**config.mk**
```make
export PLATFORM = sky130hd
export DESIGN_NAME = wb_fifo_tx_flat
export DESIGN_NICKNAME = d
export VERILOG_FILES = /design/src/rtl/wb_fifo_tx_pkg.sv /design/src/rtl/if_wb.sv /design/src/rtl/wb_fifo_tx_fifo_sync.sv /design/src/rtl/wb_fifo_tx.sv /design/src/flat_wrapper.sv
export SDC_FILE = /design/constraint.sdc
export NUM_CORES = 1
export LEC_CHECK = 0
export BUFFER_PORTS_ARGS = -buffer_cell sky130_fd_sc_hd__buf_2
export CAP_MARGIN = 20
export CORE_MARGIN = 3
export CORE_UTILIZATION = 40
export CTS_CLUSTER_SIZE = 16
export DETAILED_ROUTE_END_ITERATION = 16
export HOLD_SLACK_MARGIN = 0.1
export PLACE_DENSITY = 0.67
export SYNTH_ARGS = -nofsm -noshare
export SYNTH_HDL_FRONTEND = slang
export SYNTH_HIERARCHICAL = 1
export SYNTH_SLANG_ARGS = --single-unit
```
**constraint.sdc**
```tcl
create_clock -name clk -period 4.51 [get_ports clk]
set_clock_uncertainty 0.15 [all_clocks]
set_input_delay 0.2255 -clock clk [delete_from_list [all_inputs] [get_ports clk]]
set_output_delay 0.2255 -clock clk [all_outputs]
set_load 0.01 [all_outputs]
```
**src/rtl/wb_fifo_tx_pkg.sv**
```systemverilog
// Shared register map and bit positions for the Wishbone-fed transmit FIFO.
package wb_fifo_tx_pkg;

  typedef enum logic [1:0] {
    REG_DATA     = 2'd0,
    REG_STATUS   = 2'd1,
    REG_CONTROL  = 2'd2,
    REG_RESERVED = 2'd3
  } reg_sel_e;

  localparam int ADR_REG_LSB = 1;

  localparam int STATUS_EMPTY_BIT = 0;
  localparam int STATUS_FULL_BIT  = 1;
  localparam int STATUS_OVF_BIT   = 2;
  localparam int STATUS_COUNT_LSB = 8;

  localparam int CTRL_FLUSH_BIT   = 0;
  localparam int CTRL_CLR_OVF_BIT = 1;

  // Count occupies the upper byte; every bit not named above reads as zero.
  function automatic logic [15:0] packStatus(input logic empty, input logic full,
                                             input logic ovf, input logic [7:0] count);
    logic [15:0] status;
    status = '0;
    status[STATUS_EMPTY_BIT] = empty;
    status[STATUS_FULL_BIT]  = full;
    status[STATUS_OVF_BIT]   = ovf;
    status[STATUS_COUNT_LSB +: 8] = count;
    return status;
  endfunction

endpackage

```
**src/rtl/if_wb.sv**
```systemverilog
// Classic single-clock Wishbone bus bundle including its clock and reset.
interface if_wb #(
  parameter int DW = 16,
  parameter int AW = 8
) (
  input logic clk,
  input logic rst
);
  logic [AW-1:0]   adr;
  logic [DW-1:0]   dat_i;
  logic [DW-1:0]   dat_o;
  logic            we;
  logic [DW/8-1:0] sel;
  logic            stb;
  logic            cyc;
  logic            ack;

  modport slave (input clk, rst, adr, dat_i, we, sel, stb, cyc, output dat_o, ack);
  modport master (input clk, rst, dat_o, ack, output adr, dat_i, we, sel, stb, cyc);
endinterface

```
**src/rtl/wb_fifo_tx_fifo_sync.sv**
```systemverilog
// Synchronous circular FIFO with flush; head word is presented combinationally.
module fifo_sync #(
  parameter int  DEPTH = 16,
  parameter int  DW    = 16,
  localparam int PW    = $clog2(DEPTH),
  localparam int CW    = PW + 1
) (
  input  logic          clk_i,
  input  logic          rst_i,
  input  logic          push_i,
  input  logic [DW-1:0] data_i,
  input  logic          pop_i,
  input  logic          flush_i,
  output logic [DW-1:0] data_o,
  output logic          full_o,
  output logic          empty_o,
  output logic [CW-1:0] count_o
);

  logic [DW-1:0] mem [DEPTH];
  logic [PW-1:0] wrPtr_q, wrPtr_d;
  logic [PW-1:0] rdPtr_q, rdPtr_d;
  logic [CW-1:0] count_q, count_d;
  logic          doPush;
  logic          doPop;

  assign full_o  = (count_q == CW'(DEPTH));
  assign empty_o = (count_q == '0);
  assign count_o = count_q;
  assign data_o  = mem[rdPtr_q];

  // Fullness is judged before any same-cycle pop, so a push into a full FIFO is lost.
  assign doPush = push_i && !full_o;
  assign doPop  = pop_i && !empty_o;

  always_comb begin
    wrPtr_d = wrPtr_q;
    rdPtr_d = rdPtr_q;
    count_d = count_q;
    if (flush_i) begin
      wrPtr_d = '0;
      rdPtr_d = '0;
      count_d = '0;
    end else begin
      if (doPush) wrPtr_d = wrPtr_q + 1'b1;
      if (doPop)  rdPtr_d = rdPtr_q + 1'b1;
      case ({doPush, doPop})
        2'b10:   count_d = count_q + 1'b1;
        2'b01:   count_d = count_q - 1'b1;
        default: count_d = count_q;
      endcase
    end
  end

  always_ff @(posedge clk_i) begin
    if (rst_i) begin
      wrPtr_q <= '0;
      rdPtr_q <= '0;
      count_q <= '0;
    end else begin
      wrPtr_q <= wrPtr_d;
      rdPtr_q <= rdPtr_d;
      count_q <= count_d;
    end
  end

  // Storage is deliberately left out of reset.
  always_ff @(posedge clk_i) begin
    if (!rst_i && !flush_i && doPush) begin
      mem[wrPtr_q] <= data_i;
    end
  end

endmodule

```
**src/rtl/wb_fifo_tx.sv**
```systemverilog
// Wishbone slave front end feeding a transmit FIFO drained by a valid/ready consumer.
module wb_fifo_tx #(
  parameter int DEPTH = 16,
  parameter int DW    = 16
) (
  if_wb.slave           wb,
  output logic [DW-1:0] m_data,
  output logic          m_valid,
  input  logic          m_ready
);
  import wb_fifo_tx_pkg::*;

  localparam int CW = $clog2(DEPTH) + 1;

  logic          ack_q, ack_d;
  logic [DW-1:0] datO_q, datO_d;
  logic          ovf_q, ovf_d;

  reg_sel_e      regSel;
  logic          request;
  logic          accessDone;
  logic          wrData;
  logic          wrCtrl;
  logic          fifoFlush;
  logic          clrOvf;
  logic          fifoPop;
  logic          fifoFull;
  logic          fifoEmpty;
  logic [CW-1:0] fifoCount;
  logic          unused_bus;

  assign regSel     = reg_sel_e'(wb.adr[ADR_REG_LSB +: 2]);
  assign request    = wb.cyc && wb.stb && !ack_q;
  // Side effects land only in the ack cycle, so a reset between request and ack aborts cleanly.
  assign accessDone = ack_q && wb.cyc && wb.stb;
  assign wrData     = accessDone && wb.we && (regSel == REG_DATA);
  assign wrCtrl     = accessDone && wb.we && (regSel == REG_CONTROL);
  assign fifoFlush  = wrCtrl && wb.dat_i[CTRL_FLUSH_BIT];
  assign clrOvf     = wrCtrl && wb.dat_i[CTRL_CLR_OVF_BIT];
  assign fifoPop    = !fifoEmpty && m_ready;
  assign m_valid    = !fifoEmpty;
  assign unused_bus = ^{wb.sel, wb.adr};

  assign wb.ack   = ack_q;
  assign wb.dat_o = datO_q;

  fifo_sync #(
    .DEPTH(DEPTH),
    .DW   (DW)
  ) u_fifo (
    .clk_i  (wb.clk),
    .rst_i  (wb.rst),
    .push_i (wrData),
    .data_i (wb.dat_i),
    .pop_i  (fifoPop),
    .flush_i(fifoFlush),
    .data_o (m_data),
    .full_o (fifoFull),
    .empty_o(fifoEmpty),
    .count_o(fifoCount)
  );

  always_comb begin
    ack_d  = request;
    datO_d = '0;
    ovf_d  = ovf_q;
    if (request && !wb.we && (regSel == REG_STATUS)) begin
      datO_d[15:0] = packStatus(fifoEmpty, fifoFull, ovf_q, 8'(fifoCount));
    end
    if (wrData && fifoFull) ovf_d = 1'b1;
    if (clrOvf)             ovf_d = 1'b0;
  end

  always_ff @(posedge wb.clk) begin
    if (wb.rst) begin
      ack_q  <= 1'b0;
      datO_q <= '0;
      ovf_q  <= 1'b0;
    end else begin
      ack_q  <= ack_d;
      datO_q <= datO_d;
      ovf_q  <= ovf_d;
    end
  end

endmodule

```
**src/flat_wrapper.sv**
```systemverilog
// flat-port wrapper written by rule: the top's interface ports become plain ports
module wb_fifo_tx_flat import wb_fifo_tx_pkg::*;
#(
  parameter int DEPTH = 16,
  parameter int DW    = 16
)
  (m_data, m_valid, m_ready, clk, rst, wb_adr, wb_dat_i, wb_we, wb_sel, wb_stb, wb_cyc, wb_dat_o, wb_ack);
  if_wb #(.DW(DW), .AW(8)) wb_i (.clk(clk), .rst(rst));
  output logic [DW-1:0] m_data;
  output logic m_valid;
  input  logic m_ready;
  input wire logic clk;
  input wire logic rst;
  input wire logic [$bits(wb_i.adr)-1:0] wb_adr;
  input wire logic [$bits(wb_i.dat_i)-1:0] wb_dat_i;
  input wire logic [$bits(wb_i.we)-1:0] wb_we;
  input wire logic [$bits(wb_i.sel)-1:0] wb_sel;
  input wire logic [$bits(wb_i.stb)-1:0] wb_stb;
  input wire logic [$bits(wb_i.cyc)-1:0] wb_cyc;
  output wire logic [$bits(wb_i.dat_o)-1:0] wb_dat_o;
  output wire logic [$bits(wb_i.ack)-1:0] wb_ack;
  assign wb_i.adr = wb_adr;
  assign wb_i.dat_i = wb_dat_i;
  assign wb_i.we = wb_we;
  assign wb_i.sel = wb_sel;
  assign wb_i.stb = wb_stb;
  assign wb_i.cyc = wb_cyc;
  assign wb_dat_o = wb_i.dat_o;
  assign wb_ack = wb_i.ack;
  wb_fifo_tx #(.DEPTH(DEPTH), .DW(DW)) u_core (.wb(wb_i), .m_data(m_data), .m_valid(m_valid), .m_ready(m_ready));
endmodule
```
# After elaboration in Yosys (flattened, before gate mapping)
# Memories as Yosys holds them, arrays and structs flattened. A register that Yosys moved wholly into a read port is not among the register bits.
# Index checks and enable logic that the tools add are counted.
# word_totals
inputBits	32
reg_bits	31
memories	1
output_inout_bits	34
romBits	0
mem_bits_rw	256
latch_bits	0
elab_cells	52
# memory_table
name	depth	word_bits	rd	rd_clocked_by_memory_dff	wr	line	rtl
u_core.u_fifo.mem	16	16	1	1	1	wb_fifo_tx_fifo_sync.sv:20	logic [DW-1:0] mem [DEPTH];
# classes
order_cmp	0
eq_ne	5
muxes	5
add_sub_neg	4
div_mod_pow	0
shifts	0
n_reduce_logical	29
mul	0
n_bitwise	1
# op_table
op	count
1-bit logical AND	17
5-bit case mux with 2 select lines	1
4-bit by 1-bit adder with 4-bit output, second input constant	2
4-bit two-way mux	2
1-bit logical NOT	6
2-bit OR reduction	3
5-bit by 1-bit adder with 5-bit output, second input constant	1
5-bit == test, second input constant	1
5-bit logical NOT	1
5-bit by 1-bit subtractor with 5-bit output, second input constant	1
2-bit by 1-bit == test with 1-bit output, second input constant	2
2-bit == test, second input constant	2
2-bit logical NOT	1
1-bit two-way mux	2
2-bit nonzero test	1
1-bit inverter	1

# Logic depth before layout (Yosys ltp)
# logic_depth
depth_word	10
ltp_mapped	13

# By module
# Netlist, hierarchy kept.
# modules_own_cells
module	area_per_inst_um2	instances	cells_each
fifo_sync	10498.8	1	511
wb_fifo_tx	421.7	1	42

# Worst setup path before layout
# No wires, ideal clock.
# synth_timing
kind	register -> register
from	register u_core.u_fifo.count_q[0], in the netlist u_core/u_fifo/count_o[0]
to	register u_core.u_fifo.count_q[4], in the netlist u_core/u_fifo/count_o[4]
path_stages_with_launch	13
path_slack_ns	1.598
n_path_buf	2
arrival_ns	2.690
path_cell_list	dfxtp_1 -> or4_1 -> buf_2 -> o21a_1 -> buf_6 -> inv_1 -> ha_1 -> inv_1 -> fa_1 -> nand2b_1 -> a21oi_1 -> mux2i_1 -> mux2i_1
# synth_between
elab_chain_len	6
elab_cells_between_ends	13
# synth_lines
element	line	rtl
from (decl)	wb_fifo_tx_fifo_sync.sv:23	logic [CW-1:0] count_q, count_d;
from (signal assigned)	wb_fifo_tx_fifo_sync.sv:63	count_q <= count_d;
5-bit logical NOT	wb_fifo_tx_fifo_sync.sv:28	assign empty_o = (count_q == '0);
1-bit logical NOT	wb_fifo_tx_fifo_sync.sv:34, wb_fifo_tx.sv:40	
1-bit logical AND	wb_fifo_tx.sv:40	assign fifoPop = !fifoEmpty && m_ready;
1-bit logical AND	wb_fifo_tx_fifo_sync.sv:34	assign doPop = pop_i && !empty_o;
2-bit by 1-bit == test with 1-bit output / 2-bit == test (equally long branches)	wb_fifo_tx_fifo_sync.sv:47	case ({doPush, doPop})
5-bit case mux with 2 select lines / 2-bit nonzero test (equally long branches)	--	
# Parallel ways exist; a longest one is shown, timed or not.
# A chain may end at the register's enable or synchronous reset.

# Final worst setup path
# Same ends and word-level chain as after synthesis.

==> flow_summary.json <==
{
  "synth_seq_area_share_pct": 75.34,
  "r2r-start": "u_core/u_fifo/count_o[0]$_SDFFE_PP0P_",
  "cts_tree": "yes",
  "postCtsResizedCells": 0,
  "area_growth_pct": 16.74,
  "wl_met3_mm": 1.792,
  "synth_cell_types": 41,
  "dp_hpwl_mm": 12.87,
  "hold_viol": 0,
  "synth.area.top_cells": "edfxtp_1 70%, mux4_2 13%, dfxtp_1 4.9%",
  "rows": 59,
  "grt_start_max_net_pins": 42,
  "via_per_inst": 5.289,
  "preCtsSetupSlack_ps": 1246,
  "p_per_area_mw_per_mm2": 400.5,
  "io_pins": 66,
  "die_h_microns": 171.2,
  "arrival_ps": 3580,
  "cp-startpoint": "u_core/u_fifo/count_o[0]$_SDFFE_PP0P_",
  "drcViolationCount": 0,
  "gp_congestion": 0.7376,
  "path_clk_slew_ps": 60,
  "cp-start-kind": "register",
  "finalWirelength_mm": 22.05,
  "hp-class": "in -> reg",
  "r2r_slack_ps": 1230,
  "min_period_over_period_pct": 72.66,
  "drt_iter0_drc": 508,
  "setup_ws_ps": 1233,
  "yosysWarningCount": 6,
  "fin_hold_ws_ps": 126.1,
  "status": "finished clean",
  "ys.flop_type": "edfxtp_1",
  "synth_top_area_share_pct": 70.39,
  "grt_pass1_vias": 5751,
  "fill_cells": 2177,
  "rr_endpoint": "u_core/u_fifo/count_o[4]$_SDFFE_PP0P_",
  "ys_ff_latch": 283,
  "dr.max_layer_used": "met4",
  "cts-root-buf": "clkbuf_16",
  "grt_pass1_wl_mm": 33.98,
  "antenna_left": 0,
  "synth_common_cells": "256 x edfxtp_1, 64 x mux4_2, 37 x nor2_1",
  "met1_length_mm": 9.192,
  "dieArea_sq_mm": 0.02932,
  "report.final.slew_viol_count": 0,
  "finalNetCount": 696,
  "antenna_found_initial": 1,
  "critical_path.endpoint_type": "register",
  "grt_overflow": 0,
  "fin_crit_ps": 3277,
  "p_leak_uw": 0.004194,
  "cp_max_fo": 8,
  "fmax_ghz": 0.3052,
  "syn_inst": 553,
  "drv_cap": 0,
  "yosysTopAreaCell": "edfxtp_1",
  "numPortBuffers": 49,
  "setup_viol": 0,
  "synth.most_common_cell": "edfxtp_1",
  "avgSynthCellArea_sq_um": 19.75,
  "wl_met2_mm": 10.81,
  "setup_tns_ps": 0,
  "wl_per_cell_microns": 21.83,
  "insertion_delay_ps": 520,
  "via_count": 5342,
  "initial_core_util_pct": 41.32,
  "drt-pass1-iter-count": 4,
  "numCtsBuffers": 28,
  "rsz0062_at_grt": "no",
  "cp.required_ps": 4810,
  "ir_drop_uv": 290.2,
  "async_flop_share_pct": 0,
  "htree_levels": 1,
  "drive_above_1_share_pct": 27.45,
  "hp-start": "m_ready",
  "relSlewSlack_pct": 36.58,
  "critical_path_class": "reg -> reg",
  "grt_use_total_pct": 15.34,
  "tightest_slew_ps": 951.2,
  "cts_buffer_depth": 3,
  "rr_worst_depth": 10,
  "cts_num_sinks": 283,
  "fp.coreArea_sq_mm": 0.02643,
  "syn_area_sq_mm": 0.01092,
  "die_x_microns": 171.2,
  "synth_edf_count": 256,
  "cp-endpoint": "u_core/u_fifo/count_o[4]$_SDFFE_PP0P_"
}
## logic make-up (layout without fill, tap and decap cells)
kind of cell               count (synthesis)  after routing  synth area share, %
DFF                                      283            283                75.34
and+or+nand+nor                           94             94                4.113
AOI/OAI and AO/OA                         47             47                3.300
other                                      1              9              0.03434
adders and majority gates                 10             10                1.215
buffers and inverters                     44            158                1.948
xor gates and xnor gates                   6              6               0.4812
muxes                                     68             68                13.57
## layout by cell type (no fill, tap or decap), types with 4 or more instances in the layout
| cell | instances |
|---|---|
| a21oi_1 | 5 |
| a22oi_1 | 32 |
| and2_1 | 9 |
| buf_2 | 49 |
| buf_4 | 23 |
| clkbuf_1 | 7 |
| clkbuf_16 | 29 |
| clkinv_1 | 4 |
| clkinv_2 | 6 |
| conb_1 | 8 |
| dfxtp_1 | 25 |
| dlygate4sd3_1 | 24 |
| edfxtp_1 | 256 |
| ha_1 | 9 |
| inv_1 | 11 |
| mux2i_1 | 4 |
| mux4_2 | 64 |
| nand2_1 | 25 |
| nand3_1 | 4 |
| nor2_1 | 37 |
| xor2_1 | 5 |
## worst max-delay path, cell delays in order (launching register included)
cell      delay (ps)
dfxtp_1          360
or4_1            700
o21a_1           350
inv_1             90
ha_1             250
inv_1            100
fa_1             410
nand2b_1         170
a21oi_1          160
mux2i_1          250
mux2i_1          210
## registers in the layout, indices dropped and copies added (netlist names), named ones only
signal and count:
u_core/ovf_q 1, u_core/wb.ack 1, u_core/u_fifo/rdPtr_q 4, u_core/wb.dat_o 8
u_core/u_fifo/wrPtr_q 4, u_core/u_fifo/mem 256, u_core/u_fifo/count_o 5
## area by class of cell
cell class,instances,area (sq um),share of cell area [%]
Antenna cell,1,2.502,0.01963
Clock buffer,39,793.3,6.222
Clock inverter,11,75.07,0.5889
Inverter,11,41.29,0.3239
Multi-Input combinational cell,233,2506,19.66
Sequential cell,283,8233,64.58
Tap cell,335,419.2,3.288
Timing Repair Buffer,97,678.2,5.319
## layer usage
metal  vias up  GRT usage [%]
li1       2415              -
met1      2738          21.88
met2       168          24.96
met3        21          2.436
met4         0          4.094
met5         -              0
## through the flow
stage,total power (uW),instance area [sq um],util [%],instances
floorplan,2928,10950,-,560
global placement,2959,11620,43.96,934
detailed placement,2964,11620,43.96,934
CTS,5158,12730,48.15,1008
global route,5276,12750,48.24,1010
finish,5106,12750,48.24,1010
## power breakdown
part	internal [uW]	switching, uW
clock	1270	909
sequential	2850	0.755
combinational	22.7	44.3
## timing repair
| item | 4_1_cts | 5_1_grt |
|---|---|---|
| hold endpoints to repair | 275 | 0 |
| setup buffers | 0 | 0 |
| hold buffers | 24 | 0 |
## worst min path at each step
stage,endpoint,slack [ps],depth (start not counted)
after floorplan,u_core/wb.ack$_SDFF_PP0_,150,1
after global placement,u_core/ovf_q$_SDFFE_PP0P_,320,2
after detailed placement,register,340,2
after CTS,register,120,5
after global routing,u_core/u_fifo/rdPtr_q[0]$_SDFFE_PP0P_,170,5
final,u_core/u_fifo/rdPtr_q[0]$_SDFFE_PP0P_,130,5
Power figures use the tool's default switching activity.
